**src/rtl/ysyx_25060170_mem_arb.sv**
```systemverilog
// Round-robin arbiter sharing one memory port between instruction fetch and load/store.
// Latency: request sampled in IDLE -> mem_req next cycle -> response passed through combinationally on mem_rvalid.
// Backpressure: mem_req held with stable latched fields until mem_gnt; watchdog aborts a stalled response.
module ysyx_25060170_mem_arb #(
  parameter int TIMEOUT_CYC = 255
) (
  input  logic        clk,
  input  logic        rst,
  // instruction fetch master
  input  logic        ifu_req,
  input  logic [31:0] ifu_addr,
  input  logic        ifu_kill,
  output logic        ifu_rvalid,
  output logic [31:0] ifu_rdata,
  output logic        ifu_err,
  // load/store master
  input  logic        lsu_req,
  input  logic        lsu_wen,
  input  logic [31:0] lsu_addr,
  input  logic [31:0] lsu_wdata,
  input  logic [3:0]  lsu_wmask,
  output logic        lsu_rvalid,
  output logic [31:0] lsu_rdata,
  output logic        lsu_err,
  // shared memory port
  output logic        mem_req,
  output logic        mem_wen,
  output logic [31:0] mem_addr,
  output logic [31:0] mem_wdata,
  output logic [3:0]  mem_wmask,
  input  logic        mem_gnt,
  input  logic        mem_rvalid,
  input  logic [31:0] mem_rdata,
  // status
  output logic        owner,
  output logic        busy
);

  typedef enum logic [2:0] {
    IDLE     = 3'd0,
    IFU_REQ  = 3'd1,
    IFU_WAIT = 3'd2,
    LSU_REQ  = 3'd3,
    LSU_WAIT = 3'd4
  } state_t;

  // The watchdog fires in the TIMEOUT_CYC-th WAIT cycle, i.e. when the
  // counter (cleared on entry) still reads TIMEOUT_CYC-1 and nothing arrived.
  localparam logic [15:0] WD_LAST = 16'(TIMEOUT_CYC - 1);

  state_t      state;
  state_t      state_nxt;

  logic        last_grant;   // 0 = IFU was granted last, 1 = LSU
  logic [15:0] wd_cnt;
  logic        kill_flag;

  logic        lat_wen;
  logic [31:0] lat_addr;
  logic [31:0] lat_wdata;
  logic [3:0]  lat_wmask;

  logic        grant_ifu;
  logic        grant_lsu;
  logic        in_wait;
  logic        wd_expire;
  logic        ifu_drop;
  logic        ifu_done;

  assign in_wait   = (state == IFU_WAIT) || (state == LSU_WAIT);
  // A real response in the expiry cycle wins over the timeout.
  assign wd_expire = in_wait && !mem_rvalid && (wd_cnt == WD_LAST);
  // A kill seen in the completing cycle itself also discards the response.
  assign ifu_drop  = kill_flag || ifu_kill;
  assign ifu_done  = (state == IFU_WAIT) && (mem_rvalid || wd_expire);

  // Memory fields come only from the latched copy of the winner's request.
  assign mem_wen   = lat_wen;
  assign mem_addr  = lat_addr;
  assign mem_wdata = lat_wdata;
  assign mem_wmask = lat_wmask;

  // Round-robin pick in IDLE: a lone requester wins, contention goes to the master not granted last.
  always_comb begin
    grant_ifu = 1'b0;
    grant_lsu = 1'b0;
    if (state == IDLE) begin
      if (ifu_req && lsu_req) begin
        if (last_grant) grant_ifu = 1'b1;
        else            grant_lsu = 1'b1;
      end else if (ifu_req) begin
        grant_ifu = 1'b1;
      end else if (lsu_req) begin
        grant_lsu = 1'b1;
      end
    end
  end

  // State register.
  always_ff @(posedge clk) begin
    if (rst) state <= IDLE;
    else     state <= state_nxt;
  end

  // Next-state and per-state outputs; responses are steered to the owner only.
  always_comb begin
    state_nxt  = state;
    mem_req    = 1'b0;
    busy       = 1'b1;
    owner      = 1'b0;
    ifu_rvalid = 1'b0;
    ifu_rdata  = 32'h0;
    ifu_err    = 1'b0;
    lsu_rvalid = 1'b0;
    lsu_rdata  = 32'h0;
    lsu_err    = 1'b0;
    case (state)
      IDLE: begin
        busy = 1'b0;
        if (grant_ifu)      state_nxt = IFU_REQ;
        else if (grant_lsu) state_nxt = LSU_REQ;
      end
      IFU_REQ: begin
        mem_req = 1'b1;
        if (mem_gnt) state_nxt = IFU_WAIT;
      end
      IFU_WAIT: begin
        if (mem_rvalid || wd_expire) begin
          state_nxt  = IDLE;
          ifu_rvalid = !ifu_drop;
          ifu_err    = !ifu_drop && !mem_rvalid;
          ifu_rdata  = (!ifu_drop && mem_rvalid) ? mem_rdata : 32'h0;
        end
      end
      LSU_REQ: begin
        owner   = 1'b1;
        mem_req = 1'b1;
        if (mem_gnt) state_nxt = LSU_WAIT;
      end
      LSU_WAIT: begin
        owner = 1'b1;
        if (mem_rvalid || wd_expire) begin
          state_nxt  = IDLE;
          lsu_rvalid = 1'b1;
          lsu_err    = !mem_rvalid;
          lsu_rdata  = mem_rvalid ? mem_rdata : 32'h0;
        end
      end
      default: begin
        state_nxt = IDLE;
        busy      = 1'b0;
      end
    endcase
  end

  // Capture the winner's request and remember who was granted.
  always_ff @(posedge clk) begin
    if (rst) begin
      last_grant <= 1'b0;
      lat_wen    <= 1'b0;
      lat_addr   <= 32'h0;
      lat_wdata  <= 32'h0;
      lat_wmask  <= 4'h0;
    end else if (grant_ifu) begin
      last_grant <= 1'b0;
      lat_wen    <= 1'b0;
      lat_addr   <= ifu_addr;
      lat_wdata  <= 32'h0;
      lat_wmask  <= 4'h0;
    end else if (grant_lsu) begin
      last_grant <= 1'b1;
      lat_wen    <= lsu_wen;
      lat_addr   <= lsu_addr;
      lat_wdata  <= lsu_wdata;
      lat_wmask  <= lsu_wmask;
    end
  end

  // Watchdog: restart on the grant handshake, count idle WAIT cycles.
  always_ff @(posedge clk) begin
    if (rst) begin
      wd_cnt <= 16'h0;
    end else if (((state == IFU_REQ) || (state == LSU_REQ)) && mem_gnt) begin
      wd_cnt <= 16'h0;
    end else if (in_wait && !mem_rvalid && !wd_expire) begin
      wd_cnt <= wd_cnt + 16'h1;
    end
  end

  // Kill flag: remembers a discarded fetch until its bus transaction finishes.
  always_ff @(posedge clk) begin
    if (rst) begin
      kill_flag <= 1'b0;
    end else if (ifu_done) begin
      kill_flag <= 1'b0;
    end else if (((state == IFU_REQ) || (state == IFU_WAIT)) && ifu_kill) begin
      kill_flag <= 1'b1;
    end
  end

endmodule

```
**config.mk**
```make
export PLATFORM = sky130hd
export DESIGN_NAME = ysyx_25060170_mem_arb
export DESIGN_NICKNAME = d
export VERILOG_FILES = /design/src/rtl/ysyx_25060170_mem_arb.sv
export SDC_FILE = /design/constraint.sdc
export NUM_CORES = 1
export LEC_CHECK = 0
export ABC_CLOCK_PERIOD_IN_PS = 2600
export BUFFER_PORTS_ARGS = -buffer_cell sky130_fd_sc_hd__clkbuf_2
export CORE_AREA = 3 3 108 110
export CTS_CLUSTER_SIZE = 10
export DETAILED_ROUTE_END_ITERATION = 10
export DIE_AREA = 0 0 111 113
export PLACE_DENSITY = 0.75
export SYNTH_ARGS = -nofsm -noshare
export SYNTH_HDL_FRONTEND = slang
export SYNTH_SLANG_ARGS = --single-unit
```
**constraint.sdc**
```tcl
create_clock -name clk -period 2.6 [get_ports clk]
set_clock_uncertainty 0.2 [all_clocks]
set_input_delay 0.26 -clock clk [delete_from_list [all_inputs] [get_ports clk]]
set_output_delay 0.26 -clock clk [all_outputs]
set_load 0.02 [all_outputs]
```
==> results of run 1 <==
## logic make-up after synthesis
family                     share of synthesized area
and+or+nand+nor                                0.343
AOI/OAI and AO/OA                              0.168
DFF                                            0.424
buffers and inverters                         0.0509
xor gates and xnor gates                     0.00795
adders and majority gates                    0.00588
## sequential cells by signal, summed over array words and instances, names as in the netlist
register and cells:
mem_wen 1, kill_flag 1, mem_addr 32, last_grant 1
mem_wmask 4, mem_wdata 32, state 3, wd_cnt 16
## how the worst max path moves through the flow
stage	from	end	slack [ns]	depth (start not counted)
detailed placement	state[2]	wd_cnt[13]	0.36	4
finish	state[0]	mem_addr[8]	0.16	6
global route	state[0]	mem_addr[4]	0.003	5
floorplan	wd_cnt[0]	ifu_rvalid	0.46	8
global placement	state[2]	wd_cnt[13]	0.39	4
CTS	state[2]	lsu_err	0.03	5
## area by class of cell
cell class              instances  area share
clock buffers                   9      0.0177
repair buffers                390       0.362
clock inverters                 6      0.0133
inverters                       4     0.00215
flip-flops and latches         90       0.258
well taps                     140      0.0251
multi-input cells             460       0.322
## per-stage QoR
| stage | area, um2 | cells | util |
|---|---|---|---|
| global placement | 5770 | 985 | 0.534 |
| global route | 6980 | 1099 | 0.647 |
| finish | 6980 | 1099 | 0.647 |
| floorplan | 4250 | 602 | - |
| CTS | 6970 | 1099 | 0.646 |
| detailed placement | 5770 | 985 | 0.534 |
## where the power goes
part / total (mW) / switching (mW) / leakage (nW) / internal [mW]
clock: 1.05 / 0.506 / 0.102 / 0.540
combinational: 1.23 / 0.739 / 2.42 / 0.487
sequential: 1.63 / 0.0997 / 0.737 / 1.53
## layout by cell type, fill, tap and decap left out, drive strengths merged, types with 4 or more instances in the layout
| master | n |
|---|---|
| dlygate4sd3 | 99 |
| nand2 | 183 |
| nand3 | 9 |
| o21ai | 8 |
| a311oi | 33 |
| or4 | 7 |
| a21oi | 51 |
| clkbuf | 288 |
| inv | 4 |
| o31ai | 5 |
| or3 | 5 |
| buf | 12 |
| nor2 | 110 |
| dfxtp | 90 |
| nand4 | 6 |
| nor3 | 4 |
## layer usage
layer,wire length (um),up-vias,share of wire
met5,0,-,0
met4,550,0,0.033
met3,1220,57,0.073
met2,8120,233,0.49
met1,6770,2516,0.41
li1,-,2738,-
## what timing repair did
item,4_1_cts,5_1_grt
hold buffers,99,0
hold endpoints to repair,69,0
gates resized for setup,0,5
endpoints found under the setup margin,0,14
## worst register-to-register path: stages, from the launching register on
cell           delay (ns)
dfxtp_1              0.56
nor2_1               0.16
nand4_1              0.20
buf_12               0.28
nor2_1               0.12
a311oi_1             0.27
dlygate4sd3_1        0.60
## synth_stat cells (all sizes together) (4+ instances only)
cell type  instances
or4                7
nor3               4
nand3              9
nand4              6
o21ai              8
inv                4
nor2             110
a21oi             51
nand2            183
buf               17
o31ai              5
clkbuf            31
a311oi            33
or3                5
dfxtp             90
==> impl_results.md, run 1 <==
- Total power per unit cell area: 558 nW/um2
- Status: finished clean
- Max cap viols: 0
- CP max stage cell: dlygate4sd3_1
- Setup_tns: 0 ns
- Worst r2r dst: mem_addr[8]
- I/O Pins: 280
- Met3 usage: 0.0818
- Slowest Stage Delay on Critical Path: 0.60 ns
- WHS: 0.0606 ns
- Via-per-instance ratio: 5.04
- HP Start: ifu_req
- Initial antenna violation count: 0
- Critical R2R Launch: state[0]
- GRT Max-Usage Layer: met2
- Die footprint: 12500 um2
- CP required: 2.69 ns
- Worst Path Arrival: 2.53 ns
- Gr usage total: 0.256
- First-pass GRT wire length: 26600 um
- Fillers: 882
- Pre-CTS worst setup slack: 0.364 ns
- Clock tree buffer depth: 2
- Final ANT Viol Nets: 0
- Starting density of the core: 0.394
- Met1 GRT Util: 0.301
- Post-route DRC: 0
- Ys Warns: 0
- HP Class: primary input to flop
- Chip Height: 113 um
- Area of the core: 10800 um2
- Per-cell routed wire length: 15.2 um
- Vias in the first global route: 5430
- Critical path fanouts, max: 64
- CTS buffer count: 9
- Top area cells in the synthesized netlist: dfxtp_1, nand2_1, nor2_1, a311oi_1, a21oi_1
- Final setup margin: 0.164 ns
- CTS sink cnt: 90
- Synth unique cells: 42
- CP bufs+invs: 2
- H-tree levels: 3
- CTS root buf: clkbuf_8
- Final critical-path share of the clock period: 0.937
- Worst-Margin Slew: 0.487 ns
- Syn Inst Count: 602
- Area delta synth->final: 64.3%
- Final HPWL DP: 10700 um
- Relative slew slack: 0.675
- Async S/R FF share, synth: 0
- FP Rows: 38
- Startpoint class of the critical path: flop
- Storage element area: 1800 um2
- Remaining Overflow, GRT: 0
- Die X: 111 um
- Post-synth EDFFs: 0
- Post-Route WL: 16700 um
- CP Cell Sequence: nor2_1, nand4_1, buf_12, nor2_1, a311oi_1, dlygate4sd3_1
- Synth area leader: dfxtp_1
- Peak VDD IR: 473 uV
- Synth Flop Type: dfxtp_1
- Layout cells sized above 1: 0.332
- Via count: 5544
- Max-slew violation count: 0
- Pleak: 3.25 nW
- Register area share after synthesis: 0.424
- Mapped cell area: 4250 um2
- RSZ-0062 raised after global routing: no
- Cell depth of the worst hold path: 4
- Worst r2r path cells: 6
- Clk_lat worst skew: 0.35 ns
- Critical path class: flop to flop
- Syn_area_per_cell: 7.06 um2
- ANT cells: 0
- Hold endpoint: state[1]
- Syn_nets: 744
- Iter 0 DRT Violations: 559
- Max Clock Freq: 0.410 GHz
- Top cell type's share of synthesized area: 0.424
- CP Capture Type: flop
- Placer Congestion: 0.904
- Crit-path leading delay family: buffers and inverters
- Final hold viol count: 0
- Postcts setup bufs: 0
- Pin count of the biggest net entering global routing: 65
- Minimum clock period: 2.44 ns
- Input/output buffers: 279
- Final setup viols: 0
- M2 GR Usage: 0.436
- CTS tree: done
- PnR Total Power: 3.90 mW
- CP most frequent cell: nor2_1
- Drt first pass iters: 5
- FF-to-FF setup slack: 0.16 ns
- Multi-input logic area: 2250 um2
- Reg clk slew, reported paths: 0.09 ns
- Final net count: 1097
- Synthesized flop and latch total: 90
No activity file was read; power rests on OpenSTA's default activity.
==> inputs of run 2 (changes only) <==
PLACE_DENSITY = default   (was 0.75)
PLACE_DENSITY_LB_ADDON = 0.3   (was default)
==> impl_results.md, run 2 (same netlist as run 1, synthesis figures left out) <==
- CTS tree: done
- Clock tree buffer depth: 2
- Total power per unit cell area: 560 nW/um2
- Via count: 5532
- WHS: 0.0502 ns
- CTS sink cnt: 90
- Via-per-instance ratio: 5.01
- Final HPWL DP: 10400 um
- Critical path class: flop to flop
- Max Clock Freq: 0.415 GHz
- Gr usage total: 0.259
- H-tree levels: 3
- GRT Max-Usage Layer: met2
- FF-to-FF setup slack: 0.19 ns
- Post-DP Area: 5750 um2
- Setup_tns: 0 ns
- Area delta synth->final: 65.1%
- Post-Route WL: 16700 um
- Worst r2r dst: mem_addr[3]
- Worst-Margin Slew: 0.509 ns
- Max-slew violation count: 0
- Commonest non-fill, non-tap cell in the layout: clkbuf_2
- Startpoint class of the critical path: flop
- Reg clk slew, reported paths: 0.09 ns
- Final net count: 1101
- Drt first pass iters: 6
- Remaining Overflow, GRT: 0
- Vias in the first global route: 5433
- Placer Congestion: 0.854
- Post-route DRC: 0
- Cell depth of the worst hold path: 3
- Max cap viols: 0
- M2 GR Usage: 0.428
- Met1 GRT Util: 0.316
- Die X: 111 um
- Minimum clock period: 2.41 ns
- Worst Path Arrival: 2.51 ns
- Iter 0 DRT Violations: 445
- Layout cells sized above 1: 0.332
- Most frequent cells in the layout: clkbuf_2, nand2_1, nor2_1
- Clk_lat worst skew: 0.35 ns
- HP Class: primary input to flop
- Chip Height: 113 um
- FP Rows: 38
- CP Capture Type: flop
- Area of the core: 10800 um2
- Critical path fanouts, max: 13
- RSZ-0062 raised after global routing: no
- Design area: 7020 um2
- Pleak: 3.29 nW
- CP required: 2.70 ns
- Met3 usage: 0.0754
- Peak VDD IR: 430 uV
- Final hold viol count: 0
- Per-cell routed wire length: 15.1 um
- Input/output buffers: 279
- Final critical-path share of the clock period: 0.928
- Worst r2r path cells: 6
- Status: finished clean
- Fillers: 922
- PnR Total Power: 3.93 mW
- I/O Pins: 280
- First-pass GRT wire length: 26900 um
- Initial antenna violation count: 0
- Final setup viols: 0
- CTS root buf: clkbuf_8
- Pin count of the biggest net entering global routing: 61
- Die footprint: 12500 um2
- Critical R2R Launch: state[2]
- CTS buffer count: 9
- Starting density of the core: 0.394
- Final ANT Viol Nets: 0
- Hold endpoint: kill_flag
- Relative slew slack: 0.661
- HP Start: ifu_kill
[run 2: stage by stage]
stage                     utilization  cells  worst slack (ns)
after floorplan                     -    602             0.457
after global placement          0.533    985             0.476
after detailed placement        0.533    985             0.423
after CTS                       0.647   1101            0.0462
after global routing            0.650   1103            0.0241
final                           0.650   1104             0.188
[run 2: final cells by class]
class                      instances  area (um2)  share of cell area
timing repair buffer             394        2550               0.363
multi-input combinational        460        2250               0.321
sequential                        90        1810               0.257
tap                              140         175              0.0250
clock buffer                      11         141              0.0201
clock inverter                     4        76.3              0.0109
inverter                           4        15.0             0.00214
antenna                            1        2.50            0.000356
[run 2: worst max-delay path by stage]
stage | startpoint | endpoint | slack [ns] | cells after the start
final | state[2] | mem_addr[3] | 0.19 | 6
after CTS | wd_cnt[0] | ifu_err | 0.05 | 7
after global routing | state[2] | mem_addr[7] | 0.02 | 6
after floorplan | wd_cnt[0] | ifu_rvalid | 0.46 | 8
after detailed placement | wd_cnt[0] | ifu_err | 0.42 | 7
after global placement | wd_cnt[0] | lsu_err | 0.48 | 7
[run 2: timing repair]
| item | in CTS | in global routing |
|---|---|---|
| setup buffers | 0 | 2 |
| pin swaps | 0 | 1 |
| hold buffers | 101 | 0 |
| endpoints found under the setup margin | 1 | 16 |
| hold endpoints to repair | 69 | 0 |
| resized for setup | 1 | 6 |
[run 2: critical path: stages (launching register included)]
cell and delay [ns]:
dfxtp_2 0.42, nor4b_4 0.36, and2_2 0.23, buf_4 0.20, nand2_1 0.08, a311oi_1 0.27, dlygate4sd3_1 0.59
[run 2: power by group]
group          total, mW  leakage (nW)  internal (mW)  switching [mW]
Clock               1.06         0.106          0.565           0.499
Combinational       1.24          2.44          0.504           0.736
Sequential          1.63         0.737           1.53           0.101
[run 2: metal layers]
metal / part of all wire / routed length (um) / up-vias
li1: - / - / 2739
met1: 0.41 / 6750 / 2508
met2: 0.49 / 8200 / 243
met3: 0.075 / 1250 / 42
met4: 0.028 / 462 / 0
met5: 0 / 0 / -
